**src/rtl/uart_pkg.sv**
```systemverilog
// Shared definitions for the UART transmit path (and the future receiver):
// frame state encoding, parity selector codes and the fallback word length.
package uart_pkg;

  typedef enum logic [2:0] {
    ST_IDLE,
    ST_START,
    ST_DATA,
    ST_PARITY,
    ST_STOP
  } tx_state_e;

  localparam logic [1:0] PAR_NONE = 2'd0;
  localparam logic [1:0] PAR_EVEN = 2'd1;
  localparam logic [1:0] PAR_ODD  = 2'd2;

  localparam logic [3:0] DEFAULT_WORDLEN = 4'd8;

  // Word lengths outside 5..max_len fall back to 8 data bits.
  function automatic logic [3:0] eff_wordlen(input logic [3:0] wl, input int max_len);
    return ((wl >= 4'd5) && (int'(wl) <= max_len)) ? wl : DEFAULT_WORDLEN;
  endfunction

endpackage

```
**src/rtl/uart_sync_fifo.sv**
```systemverilog
// Single-clock FIFO with push/pop, occupancy count and empty/full flags.
// Pointers wrap modulo DEPTH (a power of two); push is ignored when full and
// pop is ignored when empty, so the count can never leave 0..DEPTH.
// 'clear' synchronously empties the FIFO (stored words become unreachable).
module uart_sync_fifo #(
  parameter int WIDTH = 9,
  parameter int DEPTH = 8
) (
  input  logic                     clk,
  input  logic                     rst,
  input  logic                     clear,
  input  logic                     push,
  input  logic [WIDTH-1:0]         wr_data,
  input  logic                     pop,
  output logic [WIDTH-1:0]         rd_data,
  output logic [$clog2(DEPTH):0]   count,
  output logic                     empty,
  output logic                     full
);

  localparam int AW = $clog2(DEPTH);

  logic [WIDTH-1:0] mem_q [DEPTH];
  logic [WIDTH-1:0] mem_d [DEPTH];
  logic [AW-1:0]    wr_ptr_q, wr_ptr_d;
  logic [AW-1:0]    rd_ptr_q, rd_ptr_d;
  logic [AW:0]      count_q, count_d;
  logic             do_push, do_pop;

  assign empty   = (count_q == '0);
  assign full    = (count_q == (AW+1)'(DEPTH));
  assign count   = count_q;
  assign rd_data = mem_q[rd_ptr_q];
  assign do_push = push && !full;
  assign do_pop  = pop && !empty;

  // Next storage, pointer and occupancy values; clear wins over push/pop.
  always_comb begin
    mem_d    = mem_q;
    wr_ptr_d = wr_ptr_q;
    rd_ptr_d = rd_ptr_q;
    count_d  = count_q;
    if (clear) begin
      wr_ptr_d = '0;
      rd_ptr_d = '0;
      count_d  = '0;
    end else begin
      if (do_push) begin
        mem_d[wr_ptr_q] = wr_data;
        wr_ptr_d        = wr_ptr_q + 1'b1;
      end
      if (do_pop) begin
        rd_ptr_d = rd_ptr_q + 1'b1;
      end
      case ({do_push, do_pop})
        2'b10:   count_d = count_q + 1'b1;
        2'b01:   count_d = count_q - 1'b1;
        default: count_d = count_q;
      endcase
    end
  end

  // FIFO state registers with asynchronous reset to empty.
  always_ff @(posedge clk or posedge rst) begin
    if (rst) begin
      for (int i = 0; i < DEPTH; i++) begin
        mem_q[i] <= '0;
      end
      wr_ptr_q <= '0;
      rd_ptr_q <= '0;
      count_q  <= '0;
    end else begin
      mem_q    <= mem_d;
      wr_ptr_q <= wr_ptr_d;
      rd_ptr_q <= rd_ptr_d;
      count_q  <= count_d;
    end
  end

endmodule

```
**src/rtl/uart_tx_fifo.sv**
```systemverilog
// UART transmitter: valid/ready write port into a FIFO, followed by a frame
// serialiser (start, 5..MAX_WORD_LEN data bits LSB first, optional even/odd
// parity, 1 or 2 stop bits). Bit timing counts external baud_tick enables,
// OVERSAMPLE per bit, or half that with u2x. Frame config is latched at pop.
// Optional: define UART_TX_CTS_EN to add an active-low cts_n flow-control
// input that gates frame starts through a 2-flop synchroniser.
module uart_tx_fifo
  import uart_pkg::*;
#(
  parameter int MAX_WORD_LEN = 9,
  parameter int FIFO_DEPTH   = 8,
  parameter int OVERSAMPLE   = 16
) (
  input  logic                          clk,
  input  logic                          rst,
  input  logic                          baud_tick,
  input  logic                          txen,
`ifdef UART_TX_CTS_EN
  input  logic                          cts_n,
`endif
  input  logic                          wr_valid,
  output logic                          wr_ready,
  input  logic [MAX_WORD_LEN-1:0]       wr_data,
  input  logic [3:0]                    wordlen,
  input  logic [1:0]                    parity,
  input  logic                          stopbits,
  input  logic                          u2x,
  output logic                          tx,
  output logic                          busy,
  output logic                          tx_done,
  output logic [$clog2(FIFO_DEPTH):0]   fifo_count,
  output logic                          fifo_empty,
  output logic                          fifo_full
);

  localparam int TW = $clog2(OVERSAMPLE);
  localparam logic [TW-1:0] TICK_FULL_LAST = TW'(OVERSAMPLE - 1);
  localparam logic [TW-1:0] TICK_HALF_LAST = TW'(OVERSAMPLE / 2 - 1);

  tx_state_e               state_q, state_d;
  logic [TW-1:0]           tick_q, tick_d;
  logic [3:0]              bit_q, bit_d;
  logic [MAX_WORD_LEN-1:0] shift_q, shift_d;
  logic [3:0]              wl_q, wl_d;
  logic                    par_en_q, par_en_d;
  logic                    par_bit_q, par_bit_d;
  logic                    stop2_q, stop2_d;
  logic                    u2x_q, u2x_d;
  logic                    tx_q, tx_d;
  logic                    busy_q, busy_d;
  logic                    done_q, done_d;

  logic [MAX_WORD_LEN-1:0] fifo_rd_data;
  logic [MAX_WORD_LEN-1:0] mask;
  logic [3:0]              cur_wl;
  logic                    pop, push, can_start, start_frame, last_tick, cts_ok;

  assign wr_ready = txen && !fifo_full;
  assign push     = wr_valid && wr_ready;
  assign tx       = tx_q;
  assign busy     = busy_q;
  assign tx_done  = done_q;

  uart_sync_fifo #(
    .WIDTH (MAX_WORD_LEN),
    .DEPTH (FIFO_DEPTH)
  ) u_fifo (
    .clk     (clk),
    .rst     (rst),
    .clear   (!txen),
    .push    (push),
    .wr_data (wr_data),
    .pop     (pop),
    .rd_data (fifo_rd_data),
    .count   (fifo_count),
    .empty   (fifo_empty),
    .full    (fifo_full)
  );

`ifdef UART_TX_CTS_EN
  logic [1:0] cts_sync_q, cts_sync_d;

  // Shift cts_n into the synchroniser; frames may start only once it reads low.
  always_comb begin
    cts_sync_d = {cts_sync_q[0], cts_n};
  end

  // Synchroniser flops reset to "not clear to send".
  always_ff @(posedge clk or posedge rst) begin
    if (rst) begin
      cts_sync_q <= 2'b11;
    end else begin
      cts_sync_q <= cts_sync_d;
    end
  end

  assign cts_ok = !cts_sync_q[1];
`else
  assign cts_ok = 1'b1;
`endif

  assign cur_wl    = eff_wordlen(wordlen, MAX_WORD_LEN);
  assign can_start = !fifo_empty && cts_ok;
  assign last_tick = u2x_q ? (tick_q == TICK_HALF_LAST) : (tick_q == TICK_FULL_LAST);
  assign pop       = start_frame;

  // Keep only the data bits that the current word length will send.
  always_comb begin
    mask = '0;
    for (int i = 0; i < MAX_WORD_LEN; i++) begin
      mask[i] = (i < int'(cur_wl));
    end
  end

  // Frame sequencer: tick/bit counting, tx level, and frame start/stop.
  always_comb begin
    state_d     = state_q;
    tick_d      = tick_q;
    bit_d       = bit_q;
    shift_d     = shift_q;
    wl_d        = wl_q;
    par_en_d    = par_en_q;
    par_bit_d   = par_bit_q;
    stop2_d     = stop2_q;
    u2x_d       = u2x_q;
    tx_d        = tx_q;
    busy_d      = busy_q;
    done_d      = 1'b0;
    start_frame = 1'b0;

    if (!txen) begin
      state_d = ST_IDLE;
      tick_d  = '0;
      bit_d   = '0;
      tx_d    = 1'b1;
      busy_d  = 1'b0;
    end else begin
      if (state_q != ST_IDLE && baud_tick) begin
        tick_d = last_tick ? '0 : tick_q + 1'b1;
      end
      case (state_q)
        ST_IDLE: begin
          if (baud_tick && can_start) begin
            start_frame = 1'b1;
          end
        end
        ST_START: begin
          if (baud_tick && last_tick) begin
            state_d = ST_DATA;
            bit_d   = '0;
            tx_d    = shift_q[0];
          end
        end
        ST_DATA: begin
          if (baud_tick && last_tick) begin
            if (bit_q == wl_q - 4'd1) begin
              bit_d = '0;
              if (par_en_q) begin
                state_d = ST_PARITY;
                tx_d    = par_bit_q;
              end else begin
                state_d = ST_STOP;
                tx_d    = 1'b1;
              end
            end else begin
              bit_d   = bit_q + 4'd1;
              shift_d = shift_q >> 1;
              tx_d    = shift_q[1];
            end
          end
        end
        ST_PARITY: begin
          if (baud_tick && last_tick) begin
            state_d = ST_STOP;
            bit_d   = '0;
            tx_d    = 1'b1;
          end
        end
        ST_STOP: begin
          if (baud_tick && last_tick) begin
            if (stop2_q && bit_q == 4'd0) begin
              bit_d = 4'd1;
            end else begin
              done_d = 1'b1;
              if (can_start) begin
                start_frame = 1'b1;
              end else begin
                state_d = ST_IDLE;
                bit_d   = '0;
                tx_d    = 1'b1;
                busy_d  = 1'b0;
              end
            end
          end
        end
        default: begin
          state_d = ST_IDLE;
          tx_d    = 1'b1;
          busy_d  = 1'b0;
        end
      endcase

      if (start_frame) begin
        state_d   = ST_START;
        tick_d    = '0;
        bit_d     = '0;
        tx_d      = 1'b0;
        busy_d    = 1'b1;
        wl_d      = cur_wl;
        shift_d   = fifo_rd_data & mask;
        par_en_d  = (parity == PAR_EVEN) || (parity == PAR_ODD);
        par_bit_d = (^(fifo_rd_data & mask)) ^ (parity == PAR_ODD);
        stop2_d   = stopbits;
        u2x_d     = u2x;
      end
    end
  end

  // Sequencer registers; tx returns high immediately on reset.
  always_ff @(posedge clk or posedge rst) begin
    if (rst) begin
      state_q   <= ST_IDLE;
      tick_q    <= '0;
      bit_q     <= '0;
      shift_q   <= '0;
      wl_q      <= DEFAULT_WORDLEN;
      par_en_q  <= 1'b0;
      par_bit_q <= 1'b0;
      stop2_q   <= 1'b0;
      u2x_q     <= 1'b0;
      tx_q      <= 1'b1;
      busy_q    <= 1'b0;
      done_q    <= 1'b0;
    end else begin
      state_q   <= state_d;
      tick_q    <= tick_d;
      bit_q     <= bit_d;
      shift_q   <= shift_d;
      wl_q      <= wl_d;
      par_en_q  <= par_en_d;
      par_bit_q <= par_bit_d;
      stop2_q   <= stop2_d;
      u2x_q     <= u2x_d;
      tx_q      <= tx_d;
      busy_q    <= busy_d;
      done_q    <= done_d;
    end
  end

endmodule

```
**config.mk**
```make
export PLATFORM = sky130hd
export DESIGN_NAME = uart_tx_fifo
export DESIGN_NICKNAME = d
export VERILOG_FILES = /design/src/rtl/uart_pkg.sv /design/src/rtl/uart_sync_fifo.sv /design/src/rtl/uart_tx_fifo.sv
export SDC_FILE = /design/constraint.sdc
export NUM_CORES = 1
export LEC_CHECK = 0
export ABC_CLOCK_PERIOD_IN_PS = 8100
export BUFFER_PORTS_ARGS = -buffer_cell sky130_fd_sc_hd__buf_2
export CAP_MARGIN = 20
export CORE_MARGIN = 4
export CORE_UTILIZATION = 53
export DETAILED_ROUTE_END_ITERATION = 12
export PLACE_DENSITY = 0.81
export SLEW_MARGIN = 20
export SYNTH_ARGS = -nofsm -noshare
export SYNTH_HDL_FRONTEND = slang
export SYNTH_SLANG_ARGS = --single-unit
```
**constraint.sdc**
```tcl
create_clock -name clk -period 8.1 [get_ports clk]
set_input_delay 0 -clock clk [delete_from_list [all_inputs] [get_ports clk]]
set_output_delay 0 -clock clk [all_outputs]
set_load 0.03 [all_outputs]
```
==> summary.txt, run 1 <==
Synth
  • Most common cell in the netlist: dfrtp_1
  • Synthesized net count: 512
  • Largest family of logic cells by synthesized area: multiplexers
  • Largest area contributor in the synthesized netlist: dfrtp_1
  • Most common library cells after synthesis: 111 x dfrtp_1, 80 x mux2_2, 39 x nand2_1, 26 x nor2_1, 21 x mux2i_1
  • Post-synth EDFFs: 0
  • Synth Area in XOR/XNOR: approximately 4%
  • Syn Area/Cell: 11.8 um^2
  • Post-synth cell types: 53
  • Mapped Cells: 481
  • Largest cells by area after synthesis: dfrtp_1 49%, mux2_2 16%, mux2i_1 3.7%
  • Register area share after synthesis: 49.7%
  • Top-area cell type share of the netlist area: 48.8%
  • Post-synthesis mux area share: between 20% and 30%
  • Simple-gate area share of the yosys netlist: 11.5%
  • Synth Cell Area: roughly 0.0057 mm^2
  • Complex-gate fraction of the synthesized area: 6.48%
  • Post-synthesis register bit count: 113
  • Ys async rst share: 100%
  • Synth Area in Adders: 1.98%
  • Ys flop type: dfrtp_1
  • Synthesis warning total: 0

Cells and area
  • Filler cell count: 727
  • Fin nets: ~570
  • Final Util: 65.2%
  • Final Non-Filler Cells: 683
  • Diode count: 0
  • Area occupied by registers: 0.00283 mm^2
  • Area grow syn2layout: 19.3%
  • Multi-input logic area: 0.00272 mm^2
  • Ratio of cells with drive above 1 in the final layout: 29.4%
  • Final Instance Area: 0.00679 mm^2

Pwr
  • Worst vdd ir: 0.000174 V
  • Lkg Pwr: 3.06 nW
  • Pwr dens: 368 mW/mm^2

Critical path
  • Crit Path Max Fanout: 19
  • Slowest-stage cell, CP: a21o_1
  • CP Buf/Inv Count: 1
  • Crit-path cells: inv_1, ha_1, nand4bb_1, nand4_1, a21o_1, nor2_1, and2_1, ha_1, o21a_1, nor2_1, o2bb2ai_1, xor2_1, and2_1
  • Crit end category: flop
  • Slowest cell delay on critical path: 0.52 ns
  • Critical path class: reg2reg
  • Setup crit start kind: flop
  • Worst path depth: 13
  • CP delay by family, top: simple AND/OR/NAND/NOR gates
  • WP data required: 8.51 ns
  • Worst R2R Path Depth: 13
  • Crit path DAT: approximately 3.5 ns

Global routing
  • Tot GR Track Use: 21.2%
  • Pin count of the biggest net entering global routing: 87
  • Vias in the first global route: a little over 4,000
  • Initial antenna violation count: 0
  • Global-route wire length before repair: 21.0 mm
  • GRT overflow: 0

CTS
  • Root buf cell: clkbuf_8
  • CTS tree: yes
  • Clock Pin Slew Worst Setup and Hold Paths: approximately 0.060 ns
  • Clock latency on the worst-skew pair: 0.52 ns
  • Cts bufs inserted: 17
  • CTS sink count: about 110
  • Hold_buf cts: 21
  • # resized after CTS: 0
  • Setup Fix Bufs, Post-CTS: 0
  • H-Tree Depth: 4
  • CTS max path bufs: 2

Die
  • Die W: 112 um
  • Chip Height: 112 um
  • Die ar.: 0.0125 mm^2
  • Core Footprint: ~0.010 mm^2
  • Num ports: 32
  • Starting density of the core: 54.7%
  • Row count: 37

Routing
  • Wirelength per Cell: around 18 um
  • Vias/cell: 5.88
  • DRT iter0 DRCs: approximately 340
  • Post-DRT Antenna Nets: 0
  • Total wire length: 12.5 mm
  • Via Count: approximately 4,000
  • Drt pass-1 iters: 5
  • DRC Markers: 0

Timing
  • Worst Setup Slack, final: around 5 ns
  • Final setup vio count: 0
  • Final Hold Vio Count: 3
  • Worst slew margin: 24.5%
  • Minimum clock period: 3.07 ns
  • RSZ-0062 raised after global routing: no
  • Fmax: 0.326 GHz
  • Hold Slack: -0.00210 ns
  • TNS Setup: 0 ns
  • Worst Max-Slew Pin Slew: 1.13 ns
  • Final Cycle Share: between 30 and 40%
  • Worst Skew: 0.00811 ns
  • Max Slew Vio Count: 0

Place
  • Placed Area: 0.00595 mm^2
  • GPL Wtd Cong: 0.949
  • Post-DP HPWL: 7.79 mm
  • Setup WS pre-CTS: 5.11 ns
  • Port Buffer Count: 31
  • Placed cells: ~630

Outcome
  • Status: finished, violations left
  • Failing checks: negative hold slack

Min path
  • Hold Path Class: in2async

Run
  • Max-cap viol count: 0
## per-stage QoR
step | power (mW) | hold slack (ns)
2_1_floorplan | 1.52 | 0.136
3_3_place_gp | 1.65 | 0.000512
3_5_place_dp | 1.69 | 0.00229
4_1_cts | 2.51 | 0.00711
5_1_grt | 2.64 | 0.0389
6_report | 2.50 | -0.00210
## final cells by class
class	count	area share (%)
clock inverter	8	2.23
clock buffer	22	7.11
inverter	15	0.866
timing repair buffer	54	5.65
multi-input combinational	335	40.0
tap	136	2.50
sequential	113	41.7
## layout by cell type, fill, tap and decap left out, types with 8 or more instances in the layout
master	synthesis	routed
a21oi_1	16	16
and2_1	10	10
buf_2	6	31
clkbuf_16	0	16
dfrtp_1	111	111
dlygate4sd3_1	0	21
ha_1	9	9
inv_1	15	14
mux2_2	80	80
mux2i_1	21	21
nand2_1	39	39
nand4_1	8	8
nor2_1	26	26
nor2b_1	9	9
o21ai_0	17	17
xnor2_1	12	12
xor2_1	12	12
## worst paths after layout
path	start	end	slack, ns
max	bit_q[0]	u_fifo.count[3]	5.03
min	rst	u_fifo.wr_ptr_q[2]	-0.002
max reg2reg	bit_q[0]	u_fifo.count[3]	5.03
min reg2reg	tx	tx	0.48
max in group asynchronous	rst	shift_q[8]	7.04
min in group clk	wordlen[3]	wl_q[2]	0.04
## sequential cells by signal, summed over array words and instances (netlist names)
signal / count
tx: 1
busy: 1
par_bit_q: 1
tick_q: 4
par_en_q: 1
u_fifo.count: 4
state_q: 3
wl_q: 4
u_fifo.wr_ptr_q: 3
u_fifo.mem_q: 72
u_fifo.rd_ptr_q: 3
tx_done: 1
stop2_q: 1
shift_q: 9
bit_q: 4
u2x_q: 1
## worst register-to-register path: cells and delay by family (launching register included)
kind / cells / cell delay [ns]
adders and majority gates: 2 / 0.50
xor gates and xnor gates: 1 / 0.13
buffers and inverters: 1 / 0.11
and+or+nand+nor: 6 / 1.00
AOI/OAI and AO/OA: 3 / 0.78
DFF: 1 / 0.44
## logic make-up after synthesis
| group | count (synthesis) |
|---|---|
| compound gates | 61 |
| xor+xnor | 25 |
| fa+ha+maj | 9 |
| buf+inv | 33 |
| flops | 113 |
| mux | 111 |
| simple gates | 129 |
## layer usage
layer / vias up / wire [um] / GRT usage (%)
met5: - / 0 / 0
li1: 1828 / - / -
met3: 30 / 650 / 5.82
met2: 132 / 6420 / 35.8
met1: 2023 / 5250 / 26.6
met4: 0 / 222 / 6.97
## report_power, final
part	internal, mW	switching (mW)	leakage [nW]
logic	0.398	0.443	1.28
clock network	0.537	0.255	0.301
registers	0.733	0.137	1.48
total	1.67	0.835	3.06
Note: power is estimated with default switching activity, not from simulation.
==> run 2: changes to the inputs <==
ABC_CLOCK_PERIOD_IN_PS = 2800   (was 8100)
PLACE_DENSITY = 0.84   (was 0.81)
clock period = 2.8 ns   (was 8.1 ns; I/O delays follow)
==> run 2 against run 1 <==
- die area stayed put
- critical path type unchanged
- the run now ends clean
- clock skew hardly changed
- fmax is 19% higher
==> summary.txt, run 2 (synthesis gave the netlist of run 1 again) <==
Outcome
  • Status: completed

Critical path
  • Worst R2R Path Depth: 12 (-1)
  • Setup crit start kind: flop
  • WP data required: 3.22 ns (-5.29 ns)
  • Crit path DAT: 2.99 ns (-0.49 ns)
  • Crit end category: flop
  • FF-to-FF setup slack: 0.23 ns (-4.80 ns)
  • Critical path class: reg2reg
  • R2R Path Start: bit_q[1]
  • Crit Path Max Fanout: 5 (-14)
  • FF-to-FF End: u_fifo.count[3]

Global routing
  • Vias in the first global route: 4,390 (+6.0%)
  • Initial antenna violation count: 0 (unchanged)
  • GRT overflow: 0 (unchanged)
  • Pin count of the biggest net entering global routing: 55 (-37%)
  • Global-route wire length before repair: 22.1 mm (+5.2%)
  • Tot GR Track Use: 22.3% (+1.0 points)

Die
  • Starting density of the core: 54.7% (unchanged)
  • Die ar.: 0.0125 mm^2 (unchanged)
  • Num ports: 32 (unchanged)
  • Chip Height: 112 um (unchanged)
  • Die W: 112 um (unchanged)
  • Core Footprint: 0.0104 mm^2 (unchanged)
  • Row count: 37 (unchanged)

Cells and area
  • Filler cell count: 745 (+2.5%)
  • Area occupied by registers: 0.00283 mm^2 (about the same)
  • Area grow syn2layout: 20.5%
  • Diode count: 0 (unchanged)
  • Commonest non-fill, non-tap cell in the layout: dfrtp_1
  • Most frequent cells in the layout: 110 x dfrtp_1, 80 x mux2_2, 39 x nand2_1
  • Top reg by flops: u_fifo.mem_q
  • Biggest regs: u_fifo.mem_q x72, shift_q x9
  • Final Util: 65.9% (+0.70 points)
  • Multi-input logic area: 0.00272 mm^2 (+0.23%)
  • Max FFs per register: 72 (unchanged)
  • Ratio of cells with drive above 1 in the final layout: 31.6% (+2.1 points)
  • Fin nets: 579 (+2.1%)

CTS
  • Cts bufs inserted: 17 (unchanged)
  • CTS max path bufs: 2 (unchanged)
  • CTS tree: yes
  • Root buf cell: clkbuf_8
  • H-Tree Depth: 4 (unchanged)
  • Clock latency on the worst-skew pair: 0.52 ns (about the same)
  • Setup Fix Bufs, Post-CTS: 0 (unchanged)
  • CTS sink count: 113 (unchanged)
  • Clock Pin Slew Worst Setup and Hold Paths: 0.06 ns (about the same)

Pwr
  • Lkg Pwr: 3.11 nW (+1.5%)
  • Pwr dens: 1040 mW/mm^2 (+180%)
  • Worst vdd ir: 0.000512 V (+190%)

Routing
  • DRC Markers: 0 (unchanged)
  • Via Count: 4,110 (+2.4%)
  • DRT iter0 DRCs: 168 (-50%)
  • Post-DRT Antenna Nets: 0 (unchanged)
  • Total wire length: 13.1 mm (+4.2%)
  • Drt pass-1 iters: 5 (unchanged)
  • Wirelength per Cell: 18.8 um (+2.1%)
  • Vias/cell: 5.90 (+0.36%)

Timing
  • Final Hold Vio Count: 0 (-3)
  • Max Slew Vio Count: 0 (unchanged)
  • TNS Setup: 0 ns (unchanged)
  • Minimum clock period: 2.57 ns (-0.495 ns)
  • Final Cycle Share: 91.9% (+54 points)
  • Final setup vio count: 0 (unchanged)
  • Worst Skew: 0.00853 ns (+0.000411 ns)
  • RSZ-0062 raised after global routing: no
  • Worst slew margin: 53.7% (+29 points)
  • Fmax: 0.389 GHz (+19%)
  • Worst Max-Slew Pin Slew: 0.693 ns (-0.433 ns)

Place
  • Post-DP HPWL: 8.41 mm (+8.0%)
  • GPL Wtd Cong: 0.898 (-5.4%)
  • Port Buffer Count: 31 (unchanged)

Min path
  • Hold Path Class: in2async

Run
  • Max-cap viol count: 0 (unchanged)
[run 2: cell count changes in the layout (fill, tap and decap cells not counted), sizes merged]
cell,previous run,this run
buf,33,45
clkbuf,22,17
inv,15,25
bufinv,4,1
[run 2: cell type report]
| cell class | instances | area share, % |
|---|---|---|
| Tap cell | 136 | 2.48 |
| Inverter | 15 | 0.875 |
| Sequential cell | 113 | 41.2 |
| Timing Repair Buffer | 66 | 7.40 |
| Clock inverter | 15 | 2.33 |
| Multi-Input combinational cell | 335 | 39.7 |
| Clock buffer | 17 | 6.03 |
[run 2: how the worst max path moves through the flow]
stage                       to             from  slack, ns
6_report       u_fifo.count[3]         bit_q[1]       0.23
5_1_grt        u_fifo.count[3]         bit_q[1]       0.01
4_1_cts        u_fifo.count[3]         bit_q[0]       0.19
3_5_place_dp   u_fifo.count[3]         bit_q[0]       0.22
3_3_place_gp   u_fifo.count[3]         bit_q[0]       0.35
2_1_floorplan  u_fifo.count[3]  u_fifo.count[1]      -0.18
[run 2: timing repair]
| item | CTS | global route |
|---|---|---|
| hold buffers | 21 | 0 |
| hold endpoints to repair | 139 | 0 |
| resized for setup | 0 | 1 |
| endpoints found under the setup margin | 0 | 1 |
[run 2: routing by layer]
metal | routed length (um) | GRT usage [%] | share of wire (%)
met4 | 283 | 8.52 | 2.2
met1 | 5740 | 29.3 | 44
met2 | 6460 | 35.9 | 49
met5 | 0 | 0 | 0
met3 | 590 | 5.38 | 4.5
[run 2: report_power, final]
group | switching (mW) | total [mW] | internal, mW
registers | 0.399 | 2.52 | 2.12
clock network | 0.861 | 2.08 | 1.22
logic | 1.31 | 2.52 | 1.21
total | 2.57 | 7.12 | 4.55
[run 2: metrics by stage]
| stage | worst slack, ns | power (mW) | hold slack, ns | cell area, um^2 | std cells |
|---|---|---|---|---|---|
| 6_report | 0.227 | 7.12 | 0.0134 | 6870 | 697 |
| 5_1_grt | 0.0131 | 7.54 | 0.0504 | 6870 | 697 |
| 4_1_cts | 0.192 | 7.13 | 0.00556 | 6850 | 696 |
| 3_5_place_dp | 0.217 | 4.98 | 0.244 | 6060 | 643 |
| 3_3_place_gp | 0.348 | 4.83 | 0.232 | 6060 | 643 |
| 2_1_floorplan | -0.183 | 4.40 | 0.136 | 5710 | 481 |
[run 2: critical path: stages, from the launching register on]
cell and delay (ns):
dfrtp_1 0.43, inv_1 0.07, ha_1 0.18, nand4bb_1 0.18
nand4_1 0.14, a21o_1 0.21, nor2_1 0.19, and2_1 0.21
ha_1 0.29, a31oi_1 0.19, o2bb2ai_1 0.10, xor2_1 0.13
and2_1 0.15
